$ cat config.mk
export PLATFORM = sky130hd
export DESIGN_NAME = adc_clk_rate_meter
export DESIGN_NICKNAME = d
export VERILOG_FILES = /design/src/rtl/adc_pkg.sv /design/src/rtl/adc_edge_sync.sv /design/src/rtl/adc_clk_rate_meter.sv
export SDC_FILE = /design/constraint.sdc
export NUM_CORES = 1
export LEC_CHECK = 0
export BUFFER_PORTS_ARGS = -buffer_cell sky130_fd_sc_hd__buf_2
export CORE_MARGIN = 2
export CORE_UTILIZATION = 30
export DETAILED_ROUTE_END_ITERATION = 8
export GPL_ROUTABILITY_DRIVEN = 0
export PLACE_DENSITY = 0.45
export SYNTH_ARGS = -nofsm -noshare
export SYNTH_HDL_FRONTEND = slang
export SYNTH_SLANG_ARGS = --single-unit
$ cat constraint.sdc
create_clock -name clk_10m -period 4.3 [get_ports clk_10m]
set_clock_uncertainty 0.2 [all_clocks]
set_input_delay 0.43 -clock clk_10m [delete_from_list [all_inputs] [get_ports clk_10m]]
set_output_delay 0.43 -clock clk_10m [all_outputs]
set_load 0.005 [all_outputs]
$ cat src/rtl/adc_pkg.sv
// Shared types and default constants for the ADC clock-rate meter.
package adc_pkg;

    typedef enum logic [1:0] {
        StIdle    = 2'd0,
        StArm     = 2'd1,
        StMeasure = 2'd2
    } adc_state_e;

    localparam int unsigned CNT_W_DEF       = 32;
    localparam int unsigned SYNC_STAGES_DEF = 2;
    localparam int unsigned AVG_LOG2_DEF    = 3;
    localparam int unsigned TIMEOUT_CYC_DEF = 10_000_000;
    localparam int unsigned CLK_10M_HZ      = 10_000_000;

    // Bits needed to hold a count of 0..cyc.
    function automatic int unsigned gap_width(input int unsigned cyc);
        return $clog2(cyc + 1);
    endfunction

endpackage

$ cat src/rtl/adc_edge_sync.sv
// Synchronizes the measured clock into clk_10m, then flags its rising edges.
// The delay flop sits after the synchronizer so that level and rise change together.
module adc_edge_sync #(
    parameter int unsigned SYNC_STAGES = 2
) (
    input  logic clk_10m,
    input  logic rst_n,
    input  logic clk_meas,
    output logic level,
    output logic rise
);

    logic [SYNC_STAGES-1:0] sync_q;
    logic                   dly_q;
    logic                   rise_q;

    // Synchronizer chain, delay flop and registered rising-edge pulse.
    always_ff @(posedge clk_10m) begin
        if (!rst_n) begin
            sync_q <= '0;
            dly_q  <= 1'b0;
            rise_q <= 1'b0;
        end else begin
            sync_q <= {sync_q[SYNC_STAGES-2:0], clk_meas};
            dly_q  <= sync_q[SYNC_STAGES-1];
            rise_q <= sync_q[SYNC_STAGES-1] & ~dly_q;
        end
    end

    assign level = dly_q;
    assign rise  = rise_q;

endmodule

$ cat src/rtl/adc_clk_rate_meter.sv
// Measures the returned ADC sample clock: averaged period and high time in clk_10m
// cycles, with a sticky stopped-clock flag.
module adc_clk_rate_meter
    import adc_pkg::*;
#(
    parameter int unsigned CNT_W       = CNT_W_DEF,
    parameter int unsigned SYNC_STAGES = SYNC_STAGES_DEF,
    parameter int unsigned AVG_LOG2    = AVG_LOG2_DEF,
    parameter int unsigned TIMEOUT_CYC = TIMEOUT_CYC_DEF
) (
    input  logic             clk_10m,
    input  logic             rst_n,
    input  logic             clk_meas,
    input  logic             meas_en,
    output logic [CNT_W-1:0] period_out,
    output logic [CNT_W-1:0] high_out,
    output logic             period_valid,
    output logic             timeout,
    output logic             busy
);

    localparam int unsigned ACC_W = CNT_W + AVG_LOG2;
    localparam int unsigned N_W   = AVG_LOG2 + 1;
    localparam int unsigned GAP_W = gap_width(TIMEOUT_CYC);

    localparam logic [N_W-1:0]   N_LAST   = N_W'((1 << AVG_LOG2) - 1);
    localparam logic [GAP_W-1:0] GAP_LAST = GAP_W'(TIMEOUT_CYC - 1);

    logic level;
    logic rise;

    adc_edge_sync #(
        .SYNC_STAGES(SYNC_STAGES)
    ) u_edge_sync (
        .clk_10m (clk_10m),
        .rst_n   (rst_n),
        .clk_meas(clk_meas),
        .level   (level),
        .rise    (rise)
    );

    adc_state_e       state_q, state_d;
    logic [CNT_W-1:0] per_q, per_d;
    logic [CNT_W-1:0] hi_q, hi_d;
    logic [ACC_W-1:0] acc_q, acc_d;
    logic [N_W-1:0]   n_q, n_d;
    logic [GAP_W-1:0] gap_q, gap_d;
    logic [CNT_W-1:0] period_q, period_d;
    logic [CNT_W-1:0] high_q, high_d;
    logic             valid_q, valid_d;
    logic             timeout_q, timeout_d;

    logic [CNT_W-1:0] per_inc;
    logic [CNT_W-1:0] hi_inc;
    logic [ACC_W-1:0] acc_sum;
    logic             gap_hit;

    // State and datapath registers.
    always_ff @(posedge clk_10m) begin
        if (!rst_n) begin
            state_q   <= StIdle;
            per_q     <= '0;
            hi_q      <= '0;
            acc_q     <= '0;
            n_q       <= '0;
            gap_q     <= '0;
            period_q  <= '0;
            high_q    <= '0;
            valid_q   <= 1'b0;
            timeout_q <= 1'b0;
        end else begin
            state_q   <= state_d;
            per_q     <= per_d;
            hi_q      <= hi_d;
            acc_q     <= acc_d;
            n_q       <= n_d;
            gap_q     <= gap_d;
            period_q  <= period_d;
            high_q    <= high_d;
            valid_q   <= valid_d;
            timeout_q <= timeout_d;
        end
    end

    // Next-state logic for the IDLE/ARM/MEASURE sequencer and its counters.
    always_comb begin
        state_d   = state_q;
        per_d     = per_q;
        hi_d      = hi_q;
        acc_d     = acc_q;
        n_d       = n_q;
        gap_d     = gap_q;
        period_d  = period_q;
        high_d    = high_q;
        valid_d   = 1'b0;
        timeout_d = timeout_q;

        per_inc = (per_q == '1) ? per_q : per_q + 1'b1;
        // High time of a period covers the cycles after its opening edge up to and
        // including its closing edge, so the closing cycle's level is folded in here.
        hi_inc  = (level && hi_q != '1) ? hi_q + 1'b1 : hi_q;
        acc_sum = acc_q + ACC_W'(per_q);
        gap_hit = (gap_q == GAP_LAST);

        unique case (state_q)
            StIdle: begin
                if (meas_en) begin
                    state_d = StArm;
                    gap_d   = '0;
                end
            end
            StArm: begin
                if (!meas_en) begin
                    state_d   = StIdle;
                    timeout_d = 1'b0;
                end else if (rise) begin
                    state_d = StMeasure;
                    per_d   = CNT_W'(1);
                    hi_d    = '0;
                    acc_d   = '0;
                    n_d     = '0;
                    gap_d   = '0;
                end else if (gap_hit) begin
                    timeout_d = 1'b1;
                    gap_d     = '0;
                end else begin
                    gap_d = gap_q + 1'b1;
                end
            end
            StMeasure: begin
                if (!meas_en) begin
                    state_d   = StIdle;
                    timeout_d = 1'b0;
                end else if (rise) begin
                    // An edge always beats a timeout expiring on the same cycle.
                    per_d = CNT_W'(1);
                    hi_d  = '0;
                    gap_d = '0;
                    if (n_q == N_LAST) begin
                        period_d  = acc_sum[ACC_W-1:AVG_LOG2];
                        high_d    = hi_inc;
                        valid_d   = 1'b1;
                        timeout_d = 1'b0;
                        acc_d     = '0;
                        n_d       = '0;
                    end else begin
                        acc_d = acc_sum;
                        n_d   = n_q + 1'b1;
                    end
                end else if (gap_hit) begin
                    timeout_d = 1'b1;
                    state_d   = StArm;
                    gap_d     = '0;
                end else begin
                    per_d = per_inc;
                    hi_d  = hi_inc;
                    gap_d = gap_q + 1'b1;
                end
            end
            default: state_d = StIdle;
        endcase
    end

    assign period_out   = period_q;
    assign high_out     = high_q;
    assign period_valid = valid_q;
    assign timeout      = timeout_q;
    assign busy         = (state_q != StIdle);

endmodule

==> flow_metrics.tcl, run 1 <==
set metrics [dict create \
    final_antenna_net_count 0 \
    grt_setup_unrepaired "false" \
    multi_input_area_sq_mm 0.00627 \
    wl_per_cell_microns 16.5 \
    arrival_ps 3540 \
    r2r_start "per_q[0]" \
    cp_data_required_time_ps 4440 \
    grt_antenna_before_repair 0 \
    ys_types 74 \
    cts_sinks 199 \
    finish.net_count 1404 \
    cts_made_buffers 17 \
    detail_route.iter0.violations 657 \
    finalHoldViolCount 0 \
    post_cts_resize_count 0 \
    post-route-drc-count 0 \
    fin_util 0.347 \
    power_density_mw_per_mm2 316 \
    clock_tree.root_cell "sky130_fd_sc_hd__clkbuf_16" \
    vias_in_the_first_global_route 9181 \
    drt_first_pass_iters 5 \
    synth_warnings 0 \
    clk_lat_worst_skew_ps 450 \
    layout_setup_ws_ps 904 \
    pin_count_of_the_biggest_net_entering_global_routing 64 \
    postRouteWirelength_microns 30200 \
    synth_commonest_cells "199 x sky130_fd_sc_hd__dfxtp_1, 160 x sky130_fd_sc_hd__nor2_1, 144 x sky130_fd_sc_hd__nand2_1" \
    worst_path_max_delay_cell "sky130_fd_sc_hd__fa_1" \
    worst-path-buf-inv 0 \
    setup.worst_path.class "flop to flop" \
    synth.largest_area_cell "sky130_fd_sc_hd__dfxtp_1" \
    port_buffers 70 \
    total_gr_overflow 0 \
    wire_length_of_the_first_global_routing_pass_microns 49400 \
    status "finished clean" \
    setup.worst_path.start "per_q[0]" \
    commonest_register_cell_after_synthesis "sky130_fd_sc_hd__dfxtp_1" \
    pre_cts_setup_slack_ps 935 \
    via_count 9509 \
    vdd_ir_drop_max_mv 0.274 \
    cts_tree "yes" \
    buffer_depth_of_the_longest_clock_path 2 \
    htreeDepth 4 \
    grt_overall_usage 0.169 \
    postSynth.asyncResetShare 0 \
    slack_of_the_worst_reg_to_reg_path_ps 900 \
    synth_top_cells_by_area "sky130_fd_sc_hd__dfxtp_1 37%, sky130_fd_sc_hd__nor2_1 5.7%, sky130_fd_sc_hd__a21oi_1 5.2%" \
    syn-num-nets 1369 \
    fp.dieArea_sq_mm 0.0369 \
    synthToLayoutAreaGrowth_pct 13.4 \
    finalWorstPathRequiredPeriod_ps 3400 \
    synth_enable_flop_cells 0 \
    mappedNetlistArea_sq_mm 0.0106 \
    area.sequential_sq_mm 0.00398 \
    post_synthesis_average_cell_area_sq_um 8.02 \
    max_stage_delay_ps 420 \
    final-setup-viol-count 0 \
    die_w_microns 192 \
    setup.worst_path.end_class "flop" \
    period_share 0.790 \
    hold_class "primary input to flop" \
    antenna_fix_cells 0 \
    finalSetupTns_ps 0 \
    placementRows 68 \
    synth.top_cell.area_share 0.375 \
    timing.fmax_mhz 294 \
    die_h_microns 192 \
    max_transition_margin 0.453 \
    num-fill-cells 3768 \
    part_of_the_yosys_area_used_for_sequential_elements 0.375 \
    slew_violations 0 \
    hold_path_startpoint "meas_en" \
    floorplan.initialDensity 0.306 \
    synth.most_common_cell "sky130_fd_sc_hd__dfxtp_1" \
    synthCells 1324 \
    coreArea_sq_mm 0.0347 \
    drive_gt1_frac 0.106 \
    routed_via_density 5.20 \
    crit_family "compound AO/OA/AOI/OAI gates" \
    ys_seq_elements 199 \
    cts.reportedPaths.clkPinSlew_ps 80 \
    cell_chain_critical_path "ha_1 -> fa_1 -> a21o_1 -> a31o_1 -> a311o_1 -> a21oi_4 -> a21oi_1 -> a31o_2 -> a311oi_1 -> nor3_1" \
    leakage_dissipation_nw 4.36 \
    io_pins 71 \
    timing.critical_path.from_type "flop" \
    cp_max_fo 6 \
    detailed_place_hpwl_microns 21300 \
    least_margin_pin_slew_ps 817 \
    maxCapViolations 0 \
]
## placed cells by master, fill, tap and decap left out, types with 22 or more instances in the layout
master                     Yosys  final
sky130_fd_sc_hd__a211oi_1     33     33
sky130_fd_sc_hd__a21oi_1     110    110
sky130_fd_sc_hd__and3_1       22     22
sky130_fd_sc_hd__buf_2         3     70
sky130_fd_sc_hd__dfxtp_1     199    199
sky130_fd_sc_hd__ha_1         40     40
sky130_fd_sc_hd__inv_1        28     27
sky130_fd_sc_hd__nand2_1     144    144
sky130_fd_sc_hd__nand3_1      46     46
sky130_fd_sc_hd__nand4_1      36     36
sky130_fd_sc_hd__nor2_1      160    159
sky130_fd_sc_hd__nor3_1       30     30
sky130_fd_sc_hd__o21ai_0      88     86
sky130_fd_sc_hd__xnor2_1      53     53
sky130_fd_sc_hd__xor2_1       41     41
## state kept, by name, indices dropped and copies added, names as in the netlist
| name | flops |
|---|---|
| acc_q | 35 |
| gap_q | 24 |
| hi_q | 32 |
| high_out | 32 |
| n_q | 4 |
| per_q | 32 |
| period_out | 32 |
| period_valid | 1 |
| state_q | 2 |
| timeout | 1 |
| u_edge_sync.level | 1 |
| u_edge_sync.rise | 1 |
| u_edge_sync.sync_q | 2 |
## path summary, 6_finish.rpt
path / to / depth (start not counted)
worst min-delay path: timeout / 3
worst max register to register: period_out[31] / 10
worst min register to register: u_edge_sync.sync_q[1] / 1
worst max-delay path: period_out[31] / 10
## through the flow
| stage | cell area (sq um) | hold WS [ps] | std cells | power (mW) |
|---|---|---|---|---|
| finish | 12000 | 186 | 1827 | 3.81 |
| global route | 12000 | 207 | 1827 | 3.96 |
| floorplan | 10600 | 212 | 1324 | 2.04 |
| CTS | 12000 | 167 | 1827 | 3.87 |
| global placement | 11400 | 220 | 1794 | 2.12 |
| detailed placement | 11400 | 223 | 1794 | 2.12 |
## logic make-up (layout without fill, tap and decap cells)
group | count (synthesis) | after routing | share of synthesized area
AO/OA/AOI/OAI | 351 | 351 | 0.210
flip-flops | 199 | 199 | 0.375
AND/OR/NAND/NOR | 540 | 540 | 0.250
multiplexers | 2 | 2 | 0.00188
adder cells (fa/ha/maj) | 41 | 41 | 0.0490
buffers and inverters | 97 | 145 | 0.0364
XOR/XNOR | 94 | 94 | 0.0775
## worst reg2reg max path: stages (launching register included)
cell and delay [ps]:
sky130_fd_sc_hd__dfxtp_1 350, sky130_fd_sc_hd__ha_1 250, sky130_fd_sc_hd__fa_1 420, sky130_fd_sc_hd__a21o_1 190, sky130_fd_sc_hd__a31o_1 240, sky130_fd_sc_hd__a311o_1 380, sky130_fd_sc_hd__a21oi_4 260, sky130_fd_sc_hd__a21oi_1 260
sky130_fd_sc_hd__a31o_2 360, sky130_fd_sc_hd__a311oi_1 280, sky130_fd_sc_hd__nor3_1 90
## report_power, final
group          switching, mW  internal (mW)
Clock                  0.829          0.905
Combinational          0.160         0.0555
Sequential           0.00750           1.85
Total                  0.997           2.81
## cell type report
cell class | instances | area share
multi-input combinational | 1028 | 0.521
sequential | 199 | 0.331
tap | 455 | 0.0473
timing repair buffer | 85 | 0.0407
clock buffer | 18 | 0.0365
clock inverter | 14 | 0.0150
inverter | 28 | 0.00883
## timing repair
item,in CTS,in global routing
setup endpoints to repair,0,0
hold buffers,1,0
endpoints found under the hold margin,1,0
buffers inserted,0,0
## layer usage
layer	track usage	wire length, microns	vias to the layer above
met5	0	0	-
met4	0.0482	318	0
met3	0.0261	987	19
met2	0.266	13500	169
met1	0.238	15400	4482
li1	-	-	4839
No activity file was read; power rests on OpenSTA's default activity.
==> run 2: changes to the inputs <==
Clock period 4.3 ns to 3.4 ns, I/O delays scaled along.
==> run 2 against run 1 <==
Net effect: cell count rose by 1.1%; sequential power is 26% higher; fmax increased by 4.8%; sequential cell count unchanged; first-iteration DRC count decreased by 16%; worst setup slack worse by 740 ps; clock power up 20%; largest power group unchanged; highest routed layer unchanged.
==> flow_metrics.tcl, run 2 (synthesis gave the netlist of run 1 again) <==
set metrics [dict create \
    grt_overall_usage 0.168 \
    wire_length_of_the_first_global_routing_pass_microns 49100 \
    timing.critical_path.from_type "flop" \
    leakage_dissipation_nw 4.43 \
    largest_register_ffs 35 \
    final_antenna_net_count 0 \
    setup.worst_path.class "flop to flop" \
    die_h_microns 192 \
    drt_first_pass_iters 5 \
    cts_made_buffers 17 \
    worst_path_max_delay_cell "sky130_fd_sc_hd__fa_1" \
    power_density_mw_per_mm2 388 \
    detailed_place_hpwl_microns 21600 \
    maxCapViolations 0 \
    largest_register "acc_q" \
    max_transition_margin 0.551 \
    hold_class "primary input to flop" \
    post-route-drc-count 0 \
    crit_family "compound AO/OA/AOI/OAI gates" \
    cp_data_required_time_ps 3550 \
    placementRows 68 \
    worst-path-buf-inv 0 \
    clock_tree.root_cell "sky130_fd_sc_hd__clkbuf_16" \
    drive_gt1_frac 0.120 \
    cts.reportedPaths.clkPinSlew_ps 80 \
    status "finished clean" \
    period_share 0.953 \
    port_buffers 70 \
    cts_tree "yes" \
    slack_of_the_worst_reg_to_reg_path_ps 160 \
    floorplan.initialDensity 0.306 \
    arrival_ps 3390 \
    finalHoldViolCount 0 \
    io_pins 71 \
    antenna_fix_cells 0 \
    final_common_cell "sky130_fd_sc_hd__dfxtp_1" \
    max_stage_delay_ps 410 \
    buffer_depth_of_the_longest_clock_path 2 \
    pin_count_of_the_biggest_net_entering_global_routing 53 \
    cell_chain_critical_path "ha_2 -> fa_1 -> a21o_1 -> a31o_1 -> a311o_1 -> a21oi_4 -> o22a_4 -> o211ai_2 -> or3_1 -> a32o_1" \
    via_count 9601 \
    grt_antenna_before_repair 0 \
    finalSetupTns_ps 0 \
    wl_per_cell_microns 16.4 \
    detail_route.iter0.violations 551 \
    least_margin_pin_slew_ps 672 \
    clk_lat_worst_skew_ps 460 \
    timing.fmax_mhz 309 \
    finalWorstPathRequiredPeriod_ps 3240 \
    instances_no_fill 1848 \
    vdd_ir_drop_max_mv 0.400 \
    fp.dieArea_sq_mm 0.0369 \
    die_w_microns 192 \
    grt_setup_unrepaired "false" \
    commonest_non_fill_non_tap_cells_in_the_layout "199 x sky130_fd_sc_hd__dfxtp_1, 159 x sky130_fd_sc_hd__nor2_1, 144 x sky130_fd_sc_hd__nand2_1" \
    finish.net_count 1425 \
    routed_via_density 5.20 \
    slew_violations 0 \
    postRouteWirelength_microns 30300 \
    final-setup-viol-count 0 \
    total_gr_overflow 0 \
    cts_sinks 199 \
    setup.worst_path.end_class "flop" \
    htreeDepth 4 \
    synthToLayoutAreaGrowth_pct 14.4 \
    coreArea_sq_mm 0.0347 \
    cp_max_fo 5 \
    placedCellCount 1814 \
    vias_in_the_first_global_route 9073 \
]
-- run 2: what timing repair did --
action                                 in CTS  in global routing
endpoints found under the hold margin       1                  0
hold buffers                                1                  0
gates resized for setup                     0                  1
buffers inserted                            0                  1
setup endpoints to repair                   0                  1
-- run 2: worst min-delay path: stages --
cell and delay, ps:
sky130_fd_sc_hd__buf_2 180, sky130_fd_sc_hd__o21ai_0 120, sky130_fd_sc_hd__a211oi_1 70
-- run 2: layout make-up --
class | instances | area, sq um
clock inverters | 14 | 158
flip-flops and latches | 199 | 3980
inverters | 28 | 106
well taps | 455 | 569
multi-input cells | 1028 | 6280
repair buffers | 106 | 636
clock buffers | 18 | 429
fillers | 3750 | 22600
-- run 2: final timing paths --
path	startpoint	endpoint	cells after the start
max	per_q[0]	acc_q[30]	10
min	meas_en	timeout	3
max reg2reg	per_q[0]	acc_q[30]	10
min reg2reg	u_edge_sync.sync_q[0]	u_edge_sync.sync_q[1]	1
-- run 2: metal layers --
metal  wire length (microns)  track usage
met1                   15700        0.240
met2                   13400        0.263
met3                     834       0.0238
met4                     379       0.0470
met5                       0            0
-- run 2: power by group --
part / internal (mW) / switching [mW] / leakage, nW
registers: 2.34 / 0.00984 / 1.60
logic: 0.0788 / 0.206 / 2.55
clock network: 1.05 / 1.04 / 0.279
total: 3.46 / 1.25 / 4.43
-- run 2: through the flow --
step | setup slack [ps] | utilization | instance area [sq um] | hold WS [ps] | power (mW)
global placement | 181 | 0.333 | 11600 | 220 | 2.69
finish | 160 | 0.350 | 12200 | 113 | 4.72
floorplan | 358 | - | 10600 | 212 | 2.58
global route | 14.2 | 0.350 | 12200 | 121 | 4.91
detailed placement | 132 | 0.333 | 11600 | 220 | 2.69
CTS | 94.5 | 0.350 | 12100 | 89.1 | 4.80
==> run 3: changes to the inputs <==
Settings changed: ABC_AREA from default to 1, CORE_UTILIZATION 30 to 35, PLACE_DENSITY 0.45 to 0.51, TNS_END_PERCENT from default to 5.
==> run 3 against run 2 <==
Net effect: via count is 30% higher; combinational power increased to 3.2 times the previous value; synthesized area rose by 18%; core utilization up 3.9 points; sequential cell count unchanged; wire length grew 25%; design area grew 13%; critical endpoint is now per_q[15]; cell count is 36% higher; clock-buffer cell count down 1; clock power about the same.
==> flow_metrics.tcl, run 3 <==
set metrics [dict create \
    status "finished clean" \
    synth.most_common_cell "sky130_fd_sc_hd__nand2_1" \
    synthCells 2009 \
    least_margin_pin_slew_ps 754 \
    mappedNetlistArea_sq_mm 0.0125 \
    final-setup-viol-count 0 \
    drt_first_pass_iters 5 \
    clock_tree.root_cell "sky130_fd_sc_hd__clkbuf_16" \
    final_antenna_net_count 0 \
    die_h_microns 193 \
    antenna_fix_cells 0 \
    routed_via_density 4.94 \
    synth_top_cells_by_area "sky130_fd_sc_hd__dfxtp_1 32%, sky130_fd_sc_hd__nand2_1 18%, sky130_fd_sc_hd__a21oi_1 7.2%" \
    net-switching-power_mw 1.86 \
    die_w_microns 193 \
    largest_register_ffs 35 \
    post-route-drc-count 0 \
    post_synth_mux_area_share 0 \
    via_count 12441 \
    hold_class "primary input to flop" \
    p_sw_frac 0.344 \
    setup.worst_path.end_class "flop" \
    crit_path_frequent_cell "sky130_fd_sc_hd__nand2_1" \
    fin_total_pwr_mw 5.41 \
    leakage_dissipation_nw 5.91 \
    synth_enable_flop_cells 0 \
    internal_power_of_the_cells_mw 3.55 \
    synth.largest_area_cell "sky130_fd_sc_hd__dfxtp_1" \
    buffer_depth_of_the_longest_clock_path 2 \
    floorplan.initialDensity 0.353 \
    grt_overall_usage 0.210 \
    largest_register "acc_q" \
    wire_length_of_the_first_global_routing_pass_microns 61600 \
    cts_made_buffers 17 \
    cts_sinks 199 \
    commonest_non_fill_non_tap_cells_in_the_layout "614 x sky130_fd_sc_hd__nand2_1, 231 x sky130_fd_sc_hd__inv_1, 228 x sky130_fd_sc_hd__nor2_1" \
    slew_violations 0 \
    grt_setup_unrepaired "false" \
    io_pins 71 \
    max_transition_margin 0.496 \
    power.sequential.fraction 0.442 \
    htreeDepth 4 \
    placementRows 69 \
    finalHoldViolCount 0 \
    cp_data_required_time_ps 3530 \
    cell_chain_critical_path "ha_1 -> nand3_2 -> inv_2 -> nand2_1 -> nor3_2 -> nand4_2 -> nand3_4 -> inv_4 -> nand2_1 -> a21oi_1" \
    synth_commonest_cells "614 x sky130_fd_sc_hd__nand2_1, 231 x sky130_fd_sc_hd__inv_1, 228 x sky130_fd_sc_hd__nor2_1" \
    vias_in_the_first_global_route 11802 \
    detailed_place_hpwl_microns 28100 \
    wl_per_cell_microns 15.1 \
    syn-num-nets 2054 \
    synth.top_cell.area_share 0.319 \
    post_synthesis_average_cell_area_sq_um 6.22 \
    synth_warnings 0 \
    ys_types 45 \
    postRouteWirelength_microns 37900 \
    post_cts.repair.setup_buffers 0 \
    pre_cts_setup_slack_ps 605 \
    period_share 0.822 \
    drive_gt1_frac 0.0740 \
    clk_lat_worst_skew_ps 480 \
    grt_antenna_before_repair 0 \
    final_common_cell "sky130_fd_sc_hd__nand2_1" \
    timing.critical_path.from_type "flop" \
    synth-xor-area-share 0.0378 \
    pin_count_of_the_biggest_net_entering_global_routing 109 \
    final_area_sq_mm 0.0138 \
    combinationalPowerShare 0.169 \
    finalSetupTns_ps 0 \
    vdd_ir_drop_max_mv 0.369 \
    synth_top_family_by_area "simple AND/OR/NAND/NOR gates" \
    layout_setup_ws_ps 605 \
    part_of_the_yosys_area_used_for_sequential_elements 0.319 \
    cts.reportedPaths.clkPinSlew_ps 80 \
    port_buffers 70 \
    cts_tree "yes" \
    clockPowerShare 0.389 \
    synth_compound_gate_area_share 0.124 \
    ctsHoldBuffers 1 \
    finalWorstPathRequiredPeriod_ps 2800 \
    max_stage_delay_ps 500 \
    cp_max_fo 34 \
    total_gr_overflow 0 \
    yosys.area_share.simple 0.374 \
    ys_seq_elements 199 \
    power_density_mw_per_mm2 393 \
    coreArea_sq_mm 0.0354 \
    fp.dieArea_sq_mm 0.0373 \
    postSynth.asyncResetShare 0 \
    post_synth_fa_ha_maj_area_fraction 0.0416 \
    fin_util 0.389 \
    detailed_place.area_sq_mm 0.0132 \
    worst_path_max_delay_cell "sky130_fd_sc_hd__dfxtp_1" \
    arrival_ps 2920 \
    finish.net_count 2087 \
    maxCapViolations 0 \
    commonest_register_cell_after_synthesis "sky130_fd_sc_hd__dfxtp_1" \
    post_cts_resize_count 0 \
    setup.worst_path.class "flop to flop" \
    synthToLayoutAreaGrowth_pct 10.2 \
    timing.fmax_mhz 358 \
    detail_route.iter0.violations 725 \
]
[run 3: changes by cell type after synthesis, moves of 32 or more]
cell / delta
sky130_fd_sc_hd__nand2_1: +470
sky130_fd_sc_hd__inv_1: +203
sky130_fd_sc_hd__nand3_1: +91
sky130_fd_sc_hd__a21oi_1: +70
sky130_fd_sc_hd__nor2_1: +68
sky130_fd_sc_hd__xnor2_1: -45
sky130_fd_sc_hd__clkbuf_1: -36
sky130_fd_sc_hd__nor3_1: +32
[run 3: final cells by class]
type	count	area, sq um
clock buffers	17	425
flip-flops and latches	199	3980
inverters	242	915
fillers	3893	21600
clock inverters	15	178
repair buffers	81	473
well taps	461	577
multi-input cells	1501	7230
[run 3: final timing paths]
check / slack, ps / to / start / depth (start not counted)
setup reg to reg: 600 / per_q[15] / per_q[0] / 10
hold / removal: 100 / gap_q[17] / rst_n / 3
setup / recovery: 600 / per_q[15] / per_q[0] / 10
hold reg to reg: 230 / u_edge_sync.sync_q[1] / u_edge_sync.sync_q[0] / 2
[run 3: power by group through the flow]
stage,Clock [mW],Combinational [mW],Sequential (mW)
after global placement,0,0.923,2.44
after global routing,2.24,1.02,2.40
after floorplan,0,0.761,2.44
after CTS,2.17,0.930,2.39
after detailed placement,0,0.926,2.45
final,2.10,0.914,2.39
[run 3: per-layer routing]
metal / GRT usage / vias to the layer above / wire (microns)
met5: 0 / - / 0
met4: 0.0586 / 0 / 660
met3: 0.0338 / 39 / 1300
met2: 0.365 / 223 / 18100
met1: 0.268 / 5687 / 17800
li1: - / 6492 / -
[run 3: through the flow]
step / hold WS (ps) / cells
after detailed placement: 208 / 2483
after global routing: 101 / 2516
after global placement: 211 / 2483
after CTS: 86.8 / 2516
after floorplan: 190 / 2009
final: 95.4 / 2516
[run 3: cells by family after synthesis]
group	Yosys count
XOR/XNOR	54
AND/OR/NAND/NOR	1110
AO/OA/AOI/OAI	296
adder cells (fa/ha/maj)	41
flip-flops	199
buffers and inverters	309
[run 3: critical path: cells and delay by family (launching register included)]
family	cells	cell delay, ps
flip-flops	1	500
buffers and inverters	2	310
adder cells (fa/ha/maj)	1	370
AO/OA/AOI/OAI	1	70
AND/OR/NAND/NOR	6	1200
